==> config.mk <==
export PLATFORM = sky130hd
export DESIGN_NAME = fetch_queue_flat
export DESIGN_NICKNAME = d
export VERILOG_FILES = /design/src/rtl/fetch_queue_if.sv /design/src/rtl/fetch_queue.sv /design/src/flat_wrapper.sv
export SDC_FILE = /design/constraint.sdc
export NUM_CORES = 1
export LEC_CHECK = 0
export CORE_MARGIN = 8
export CORE_UTILIZATION = 40
export DETAILED_ROUTE_END_ITERATION = 12
export GPL_TIMING_DRIVEN = 0
export PLACE_DENSITY = 0.67
export REMOVE_ABC_BUFFERS = 1
export SLEW_MARGIN = 20
export SYNTH_ARGS = -nofsm -noshare
export SYNTH_HDL_FRONTEND = slang
export SYNTH_SLANG_ARGS = --single-unit
==> constraint.sdc <==
create_clock -name clock -period 8.3 [get_ports clock]
set_input_delay 0.83 -clock clock [delete_from_list [all_inputs] [get_ports clock]]
set_output_delay 0.83 -clock clock [all_outputs]
set_load 0.02 [all_outputs]
==> src/rtl/fetch_queue_if.sv <==
// Fetch-queue port bundle: PC register, instruction-memory and decode handshakes.
// master = environment (PC register, memory, decode); slave = fetch_queue.
interface fetch_queue_if #(
  parameter int unsigned XLEN = 32
);
  logic [XLEN-1:0] io_pc;
  logic            io_redirect;
  logic            io_stall_en;
  logic            io_imem_req_valid;
  logic            io_imem_req_ready;
  logic [XLEN-1:0] io_imem_req_addr;
  logic            io_imem_resp_valid;
  logic [XLEN-1:0] io_imem_resp_data;
  logic            io_inst_valid;
  logic            io_inst_ready;
  logic [XLEN-1:0] io_inst_data;
  logic [XLEN-1:0] io_inst_pc;

  modport master (
    output io_pc, io_redirect, io_imem_req_ready, io_imem_resp_valid,
           io_imem_resp_data, io_inst_ready,
    input  io_stall_en, io_imem_req_valid, io_imem_req_addr, io_inst_valid,
           io_inst_data, io_inst_pc
  );

  modport slave (
    input  io_pc, io_redirect, io_imem_req_ready, io_imem_resp_valid,
           io_imem_resp_data, io_inst_ready,
    output io_stall_en, io_imem_req_valid, io_imem_req_addr, io_inst_valid,
           io_inst_data, io_inst_pc
  );
endinterface

==> src/rtl/fetch_queue.sv <==
// In-order instruction fetch queue between the PC register, instruction memory and decode.
// Optional macro FETCH_BYPASS_EN: forward a response straight to decode when the
// queue head is the entry being filled (zero-cycle response-to-valid).
module fetch_queue #(
  parameter int unsigned DEPTH = 4,
  parameter int unsigned XLEN  = 32
) (
  input logic          clock,
  input logic          reset,
  fetch_queue_if.slave io
);
  localparam int unsigned AW = $clog2(DEPTH);
  localparam int unsigned PW = AW + 1;

  typedef logic [PW-1:0] ptr_t;

  logic [XLEN-1:0] pc_mem   [DEPTH];
  logic [XLEN-1:0] data_mem [DEPTH];
  logic [DEPTH-1:0] filled;

  ptr_t head, fill, tail, drop_cnt;
  ptr_t head_n, fill_n, tail_n, drop_n;
  ptr_t occ, in_flight, drop_sum;

  logic [AW-1:0] head_idx, fill_idx, tail_idx;
  logic          room, req_valid, req_fire;
  logic          resp_drop, resp_take, byp, inst_valid, deq, store;

  assign head_idx = head[AW-1:0];
  assign fill_idx = fill[AW-1:0];
  assign tail_idx = tail[AW-1:0];

  // Handshake decode: request admission, response routing, dequeue.
  always_comb begin
    occ       = tail - head;
    in_flight = tail - fill;
    room      = (({1'b0, occ} + {1'b0, drop_cnt}) < (PW + 1)'(DEPTH));
    req_valid = !io.io_redirect && room;
    req_fire  = req_valid && io.io_imem_req_ready;
    resp_drop = io.io_imem_resp_valid && (drop_cnt != '0);
    resp_take = io.io_imem_resp_valid && (drop_cnt == '0) && (fill != tail) && !io.io_redirect;
`ifdef FETCH_BYPASS_EN
    byp       = resp_take && !filled[head_idx] && (head == fill);
`else
    byp       = 1'b0;
`endif
    inst_valid = (filled[head_idx] || byp) && !io.io_redirect;
    deq        = inst_valid && io.io_inst_ready;
    store      = resp_take && !(byp && io.io_inst_ready);
  end

  // Next pointer / discard-count values; a redirect restarts the queue and
  // turns every unanswered request (minus a response arriving now) into a drop.
  always_comb begin
    head_n   = head + PW'(deq);
    fill_n   = fill + PW'(resp_take);
    tail_n   = tail + PW'(req_fire);
    drop_n   = drop_cnt - PW'(resp_drop);
    drop_sum = drop_cnt + in_flight;
    if (io.io_redirect) begin
      head_n = '0;
      fill_n = '0;
      tail_n = '0;
      drop_n = drop_sum - PW'(io.io_imem_resp_valid && (drop_sum != '0));
    end
  end

  // Pointer, drop counter and filled-bit state.
  always_ff @(posedge clock) begin
    if (reset) begin
      head     <= '0;
      fill     <= '0;
      tail     <= '0;
      drop_cnt <= '0;
      filled   <= '0;
    end else begin
      head     <= head_n;
      fill     <= fill_n;
      tail     <= tail_n;
      drop_cnt <= drop_n;
      if (io.io_redirect) begin
        filled <= '0;
      end else begin
        if (req_fire) filled[tail_idx] <= 1'b0;
        if (store)    filled[fill_idx] <= 1'b1;
        if (deq && !byp) filled[head_idx] <= 1'b0;
      end
    end
  end

  // Entry payload storage; validity is tracked by the filled bits only.
  always_ff @(posedge clock) begin
    if (!reset && !io.io_redirect) begin
      if (req_fire) pc_mem[tail_idx]   <= io.io_pc;
      if (store)    data_mem[fill_idx] <= io.io_imem_resp_data;
    end
  end

  assign io.io_imem_req_valid = req_valid;
  assign io.io_imem_req_addr  = io.io_pc;
  assign io.io_stall_en       = !req_fire;
  assign io.io_inst_valid     = inst_valid;
  assign io.io_inst_data      = byp ? io.io_imem_resp_data : data_mem[head_idx];
  assign io.io_inst_pc        = pc_mem[head_idx];

endmodule

==> src/flat_wrapper.sv <==
// flat-port wrapper written by rule: the top's interface ports become plain ports
module fetch_queue_flat 
#(
  parameter int unsigned DEPTH = 4,
  parameter int unsigned XLEN  = 32
)
  (clock, reset, io_io_pc, io_io_redirect, io_io_imem_req_ready, io_io_imem_resp_valid, io_io_imem_resp_data, io_io_inst_ready, io_io_stall_en, io_io_imem_req_valid, io_io_imem_req_addr, io_io_inst_valid, io_io_inst_data, io_io_inst_pc);
  fetch_queue_if #(.XLEN(XLEN)) io_i ();
  input logic clock;
  input logic reset;
  input wire logic [$bits(io_i.io_pc)-1:0] io_io_pc;
  input wire logic [$bits(io_i.io_redirect)-1:0] io_io_redirect;
  input wire logic [$bits(io_i.io_imem_req_ready)-1:0] io_io_imem_req_ready;
  input wire logic [$bits(io_i.io_imem_resp_valid)-1:0] io_io_imem_resp_valid;
  input wire logic [$bits(io_i.io_imem_resp_data)-1:0] io_io_imem_resp_data;
  input wire logic [$bits(io_i.io_inst_ready)-1:0] io_io_inst_ready;
  output wire logic [$bits(io_i.io_stall_en)-1:0] io_io_stall_en;
  output wire logic [$bits(io_i.io_imem_req_valid)-1:0] io_io_imem_req_valid;
  output wire logic [$bits(io_i.io_imem_req_addr)-1:0] io_io_imem_req_addr;
  output wire logic [$bits(io_i.io_inst_valid)-1:0] io_io_inst_valid;
  output wire logic [$bits(io_i.io_inst_data)-1:0] io_io_inst_data;
  output wire logic [$bits(io_i.io_inst_pc)-1:0] io_io_inst_pc;
  assign io_i.io_pc = io_io_pc;
  assign io_i.io_redirect = io_io_redirect;
  assign io_i.io_imem_req_ready = io_io_imem_req_ready;
  assign io_i.io_imem_resp_valid = io_io_imem_resp_valid;
  assign io_i.io_imem_resp_data = io_io_imem_resp_data;
  assign io_i.io_inst_ready = io_io_inst_ready;
  assign io_io_stall_en = io_i.io_stall_en;
  assign io_io_imem_req_valid = io_i.io_imem_req_valid;
  assign io_io_imem_req_addr = io_i.io_imem_req_addr;
  assign io_io_inst_valid = io_i.io_inst_valid;
  assign io_io_inst_data = io_i.io_inst_data;
  assign io_io_inst_pc = io_i.io_inst_pc;
  fetch_queue #(.DEPTH(DEPTH), .XLEN(XLEN)) u_core (.clock(clock), .reset(reset), .io(io_i));
endmodule
; Word-level counts from Yosys, hierarchy flattened
; Memory sizes are Yosys's and may differ from the RTL's. A register that Yosys moved wholly into a read port is not among the register bits.
; Index checks and enable logic that the tools add are counted.
[op_classes]
add_sub_neg = 9
order_cmp = 7
eq_ne = 1
n_mux = 24
bitwise = 5
n_reduce_logical = 20
[ops]
columns = cell, n
row1 = 4-bit 2-to-1 mux, 7
row2 = 1-bit logical AND, 13
row3 = 1-bit 2-to-1 mux, 10
row4 = 3-bit by 1-bit adder with 3-bit output, 3
row5 = 2-bit by 3-bit less-than comparator with 1-bit output (second input constant), 3
row6 = 4-bit AND, 2
row7 = 4-bit NOT, 2
row8 = 1-bit demux with 2-bit select, 3
row9 = 2-bit by 1-bit >= comparator with 1-bit output (second input constant), 3
row10 = 3-bit nonzero test, 2
row11 = 3-bit by 1-bit subtractor with 3-bit output, 2
row12 = 3-bit subtractor, 2
row13 = 3-bit by 3-bit adder with 4-bit output, 1
row14 = 4-bit by 3-bit less-than comparator with 1-bit output (second input constant), 1
row15 = 2-bit 2-to-1 mux, 2
row16 = 4-bit OR, 1
row17 = 3-bit adder, 1
row18 = 1-bit zero test, 3
row19 = 3-bit zero test, 1
row20 = 3-bit 2-to-1 mux, 1
row21 = 3-bit != test, 1
row22 = 1-bit binary-select mux with 2-bit select, 1
row23 = 2-bit OR reduction, 1
[word_totals]
reg_bits = 16
ramBits = 256
wordCells = 73
memories = 2
[memory_table]
columns = name, words, word_bits, read_ports, rd_clocked_by_memory_dff, wr, line_no
row1 = u_core.data_mem, 4, 32, 1, 1, 1, fetch_queue.sv:18  ; logic [XLEN-1:0] data_mem [DEPTH];
row2 = u_core.pc_mem, 4, 32, 1, 1, 1, fetch_queue.sv:17  ; logic [XLEN-1:0] pc_mem [DEPTH];

; Depth between registers and ports, before layout
[depth]
word_depth = 15
depth_mapped = 15
mapped_depth_nobuf = 13

; Least setup slack after synthesis
; No wires, ideal clock.
[synth_path]
kind = reg-to-reg
start = reg u_core.head[1]
end = mem u_core.pc_mem[0][0] (enable)
arrival_ns = 6.137
setup_slack_ns = 1.662
stages_incl_launch_ff = 12
n_path_buf = 4
synth_period_minus_slack_ns = 6.638
path_cell_list = dfxtp_1 clkbuf_1 clkbuf_1 clkbuf_1 inv_1 fa_1 xnor2_1 ha_1 or4_1 a311o_1 buf_6 nor4_1
[synth_between]
elab_chain_len = 8
[synth_rtl]
columns = element, line_no
row1 = start: declaration, fetch_queue.sv:21  ; ptr_t head, fill, tail, drop_cnt;
row2 = start signal: assignment, fetch_queue.sv:77  ; head <= head_n;
row3 = 3-bit subtractor, fetch_queue.sv:35  ; occ = tail - head;
row4 = 3-bit by 3-bit adder with 4-bit output, fetch_queue.sv:37  ; room = (({1'b0, occ} + {1'b0, drop_cnt}) < (PW + 1)'(DEPTH));
row5 = 4-bit by 3-bit less-than comparator with 1-bit output, fetch_queue.sv:37
row6 = 1-bit logical AND, fetch_queue.sv:38  ; req_valid = !io.io_redirect && room;
row7 = 1-bit logical AND, fetch_queue.sv:39  ; req_fire = req_valid && io.io_imem_req_ready;
row8 = 1-bit 2-to-1 mux, fetch_queue.sv:94  ; if (req_fire) pc_mem[tail_idx] <= io.io_pc;
row9 = 1-bit 2-to-1 mux, fetch_queue.sv:93  ; if (!reset && !io.io_redirect) begin
row10 = 1-bit 2-to-1 mux (not written as such), fetch_queue.sv:94
row11 = end: declaration, fetch_queue.sv:17
; Every way passes these cells.

; Worst setup path in the final report
[layout_path]
start = reg u_core.head[1]
end = mem u_core.pc_mem[0][30] (enable)
; Same word-level chain as after synthesis.

==> results.yml <==
critical_path:
  worstSetupEndpointType: "flip-flop"
  cp_max_fo: 40
  crit_required_ns: 8.52
  start_kind: "flip-flop"
  crit_type: "flip-flop to flip-flop"
  crit_arrival_ns: 5.23
layout:
  drive_above_1_share: 0.2114
  area.growth.synth_to_final_pct: 29.21
  antenna_cells: 0
  nNetsFinal: 755
  utilization: 0.5248
  postLayoutCellArea_um2: 13680
  nFillCells: 2033
timing:
  fin_worst_skew_ns: 0.01331
  worst_pin_slew_ns: 0.7405
  setup_viol: 0
  hold-worst-slack_ns: 0.5086
  final-hold-violation-count: 0
  fin_crit_ns: 5.004
  rsz0062_at_grt: "false"
  maxSlewHeadroom: 0.5036
  max_freq_ghz: 0.1999
  period_share: 0.6028
  maxSlewViolCount: 0
detailed_routing:
  wl_mm: 20.71
  viasPerCell: 5.050
  wl_per_cell_um: 20.29
  drt_iter0_drc: 237
  drt-pass1-iter-count: 4
  vias: 5156
  antenna_left: 0
  drc: 0
clock_network:
  cts_hold_buffers: 0
  cts.repair.resized: 0
  insertion_delay_ns: 0.53
  cts_buffers: 29
  clkSinkCount: 272
  clkTransAtPathRegs_ns: 0.06
  clock_path_buffers: 3
  cts_tree: "yes"
  cts_setup_buffers: 0
  ctsHtreeMaxLevel: 1
  cts_root_buffer: "clkbuf_16"
synth:
  ys_types: 37
  async_reset_ff_frac: 0
  synth_seq_cells: 272
  synthCells: 495
  syn_area_per_cell_um2: 21.38
  synthMostInstantiatedCell: "edfxtp_1"
  synth_commonest_cells: "edfxtp_1, mux4_2, buf_4"
  synth_area_leaders: "edfxtp_1, mux4_2, dfxtp_1"
  synth_edf_count: 256
  synth_top_flop_cell: "edfxtp_1"
  yosysTopAreaCell: "edfxtp_1"
  yosysSeqAreaShare: 0.7565
  yosysTopAreaCellShare: 0.7262
  yosysWarnings: 0
  synth_area_um2: 10590
floorplan:
  die_h_um: 178.7
  core_area_um2: 26060
  start_util: 0.4062
  die_x_um: 178.7
  dieArea_um2: 31920
  ios: 169
  rows: 59
placed_design:
  place_hpwl_mm: 14.45
  place.gp.congestion: 0.7721
  numPortBuffers: 168
  placedInstanceArea_um2: 12700
grt:
  grt_pass1_vias: 5772
  overflow: 0
  grt_max_degree: 41
  grt_pass1_wl_mm: 32.28
  grt_usage: 0.1300
  antenna_found_initial: 0
run_status:
  status: "completed"
power:
  power.leakage_nw: 4.471
  power_w: 0.003003
  power_density_nw_per_um2: 219.6
  peakVddDrop_mv: 0.1913
hold_path:
  worstHoldPathType: "flip-flop to flip-flop"
job:
  drv_cap: 0
-- worst paths after layout --
| check | startpoint | endpoint | slack [ns] | cells past startpoint |
|---|---|---|---|---|
| max | u_core.head[1]$_SDFF_PP0_ | u_core.pc_mem[0][30]$_DFFE_PP_ | 3.30 | 13 |
| min | u_core.filled[0]$_SDFF_PP0_ | u_core.filled[0]$_SDFF_PP0_ | 0.51 | 2 |
| max reg2reg | u_core.head[1]$_SDFF_PP0_ | u_core.pc_mem[0][30]$_DFFE_PP_ | 3.30 | 13 |
| min reg2reg | u_core.filled[0]$_SDFF_PP0_ | u_core.filled[0]$_SDFF_PP0_ | 0.51 | 2 |
-- cell usage in the layout, fill, tap and decap left out, types with 7 or more instances in the layout --
cell type / instances
dfxtp_1: 14
nand2_1: 9
clkdlybuf4s50_1: 168
ha_1: 15
mux4_2: 64
nor2_1: 9
clkbuf_16: 29
edfxtp_1: 256
buf_4: 12
buf_16: 7
and2_1: 7
inv_1: 13
-- state kept, by name, summed over array words and instances, names as in the netlist --
signal and flops:
u_core.fill 3, u_core.filled 4, u_core.data_mem 128, u_core.tail 3, u_core.head 3, u_core.pc_mem 128, u_core.drop_cnt 3
-- critical path, stage by stage (launching register included) --
cell	delay [ns]
dfxtp_4	0.69
buf_16	0.30
inv_1	0.09
fa_1	0.41
xnor2_1	0.20
ha_1	0.25
or4_1	0.49
a311o_1	0.55
nor4_2	0.54
buf_2	0.30
buf_2	0.22
buf_4	0.19
buf_2	0.23
buf_2	0.22
-- routing by layer --
metal  vias up  track usage  share of wire
li1       2309            -              -
met1      2620       0.1596           0.40
met2       201       0.2170           0.48
met3        26      0.04676          0.099
met4         0      0.03066          0.017
met5         -            0              0
-- logic make-up after synthesis --
kind of cell,count (synthesis),synth area share
compound gates,17,0.01489
xor+xnor,11,0.01040
fa+ha+maj,18,0.02340
buf+inv,70,0.03771
flops,272,0.7565
mux,64,0.1362
simple gates,43,0.02092
-- metrics by stage --
step / setup TNS (ns) / std cells / worst slack [ns]
3_5_place_dp: 0 / 971 / 3.220
4_1_cts: 0 / 1021 / 3.190
6_report: 0 / 1021 / 3.296
5_1_grt: 0 / 1021 / 2.905
3_3_place_gp: -382.98 / 946 / -4.135
2_1_floorplan: -13.74 / 443 / -0.4294
-- power by group --
part	switching (W)	total, W	leakage [nW]	internal (W)
Clock	0.000477	0.00129	0.476	0.000817
Sequential	0.00000891	0.00152	2.43	0.00151
Combinational	0.0000921	0.000189	1.56	0.0000970
-- area by class of cell --
type,instances,area (um2),share of cell area
Sequential cell,272,8015,0.5860
Clock buffer,38,789.5,0.05773
Multi-Input combinational cell,153,2200,0.1608
Clock inverter,12,185.2,0.01354
Tap cell,335,419.2,0.03065
Timing Repair Buffer,193,2001,0.1463
Inverter,18,67.56,0.004940
(Power assumes the default switching activity.)
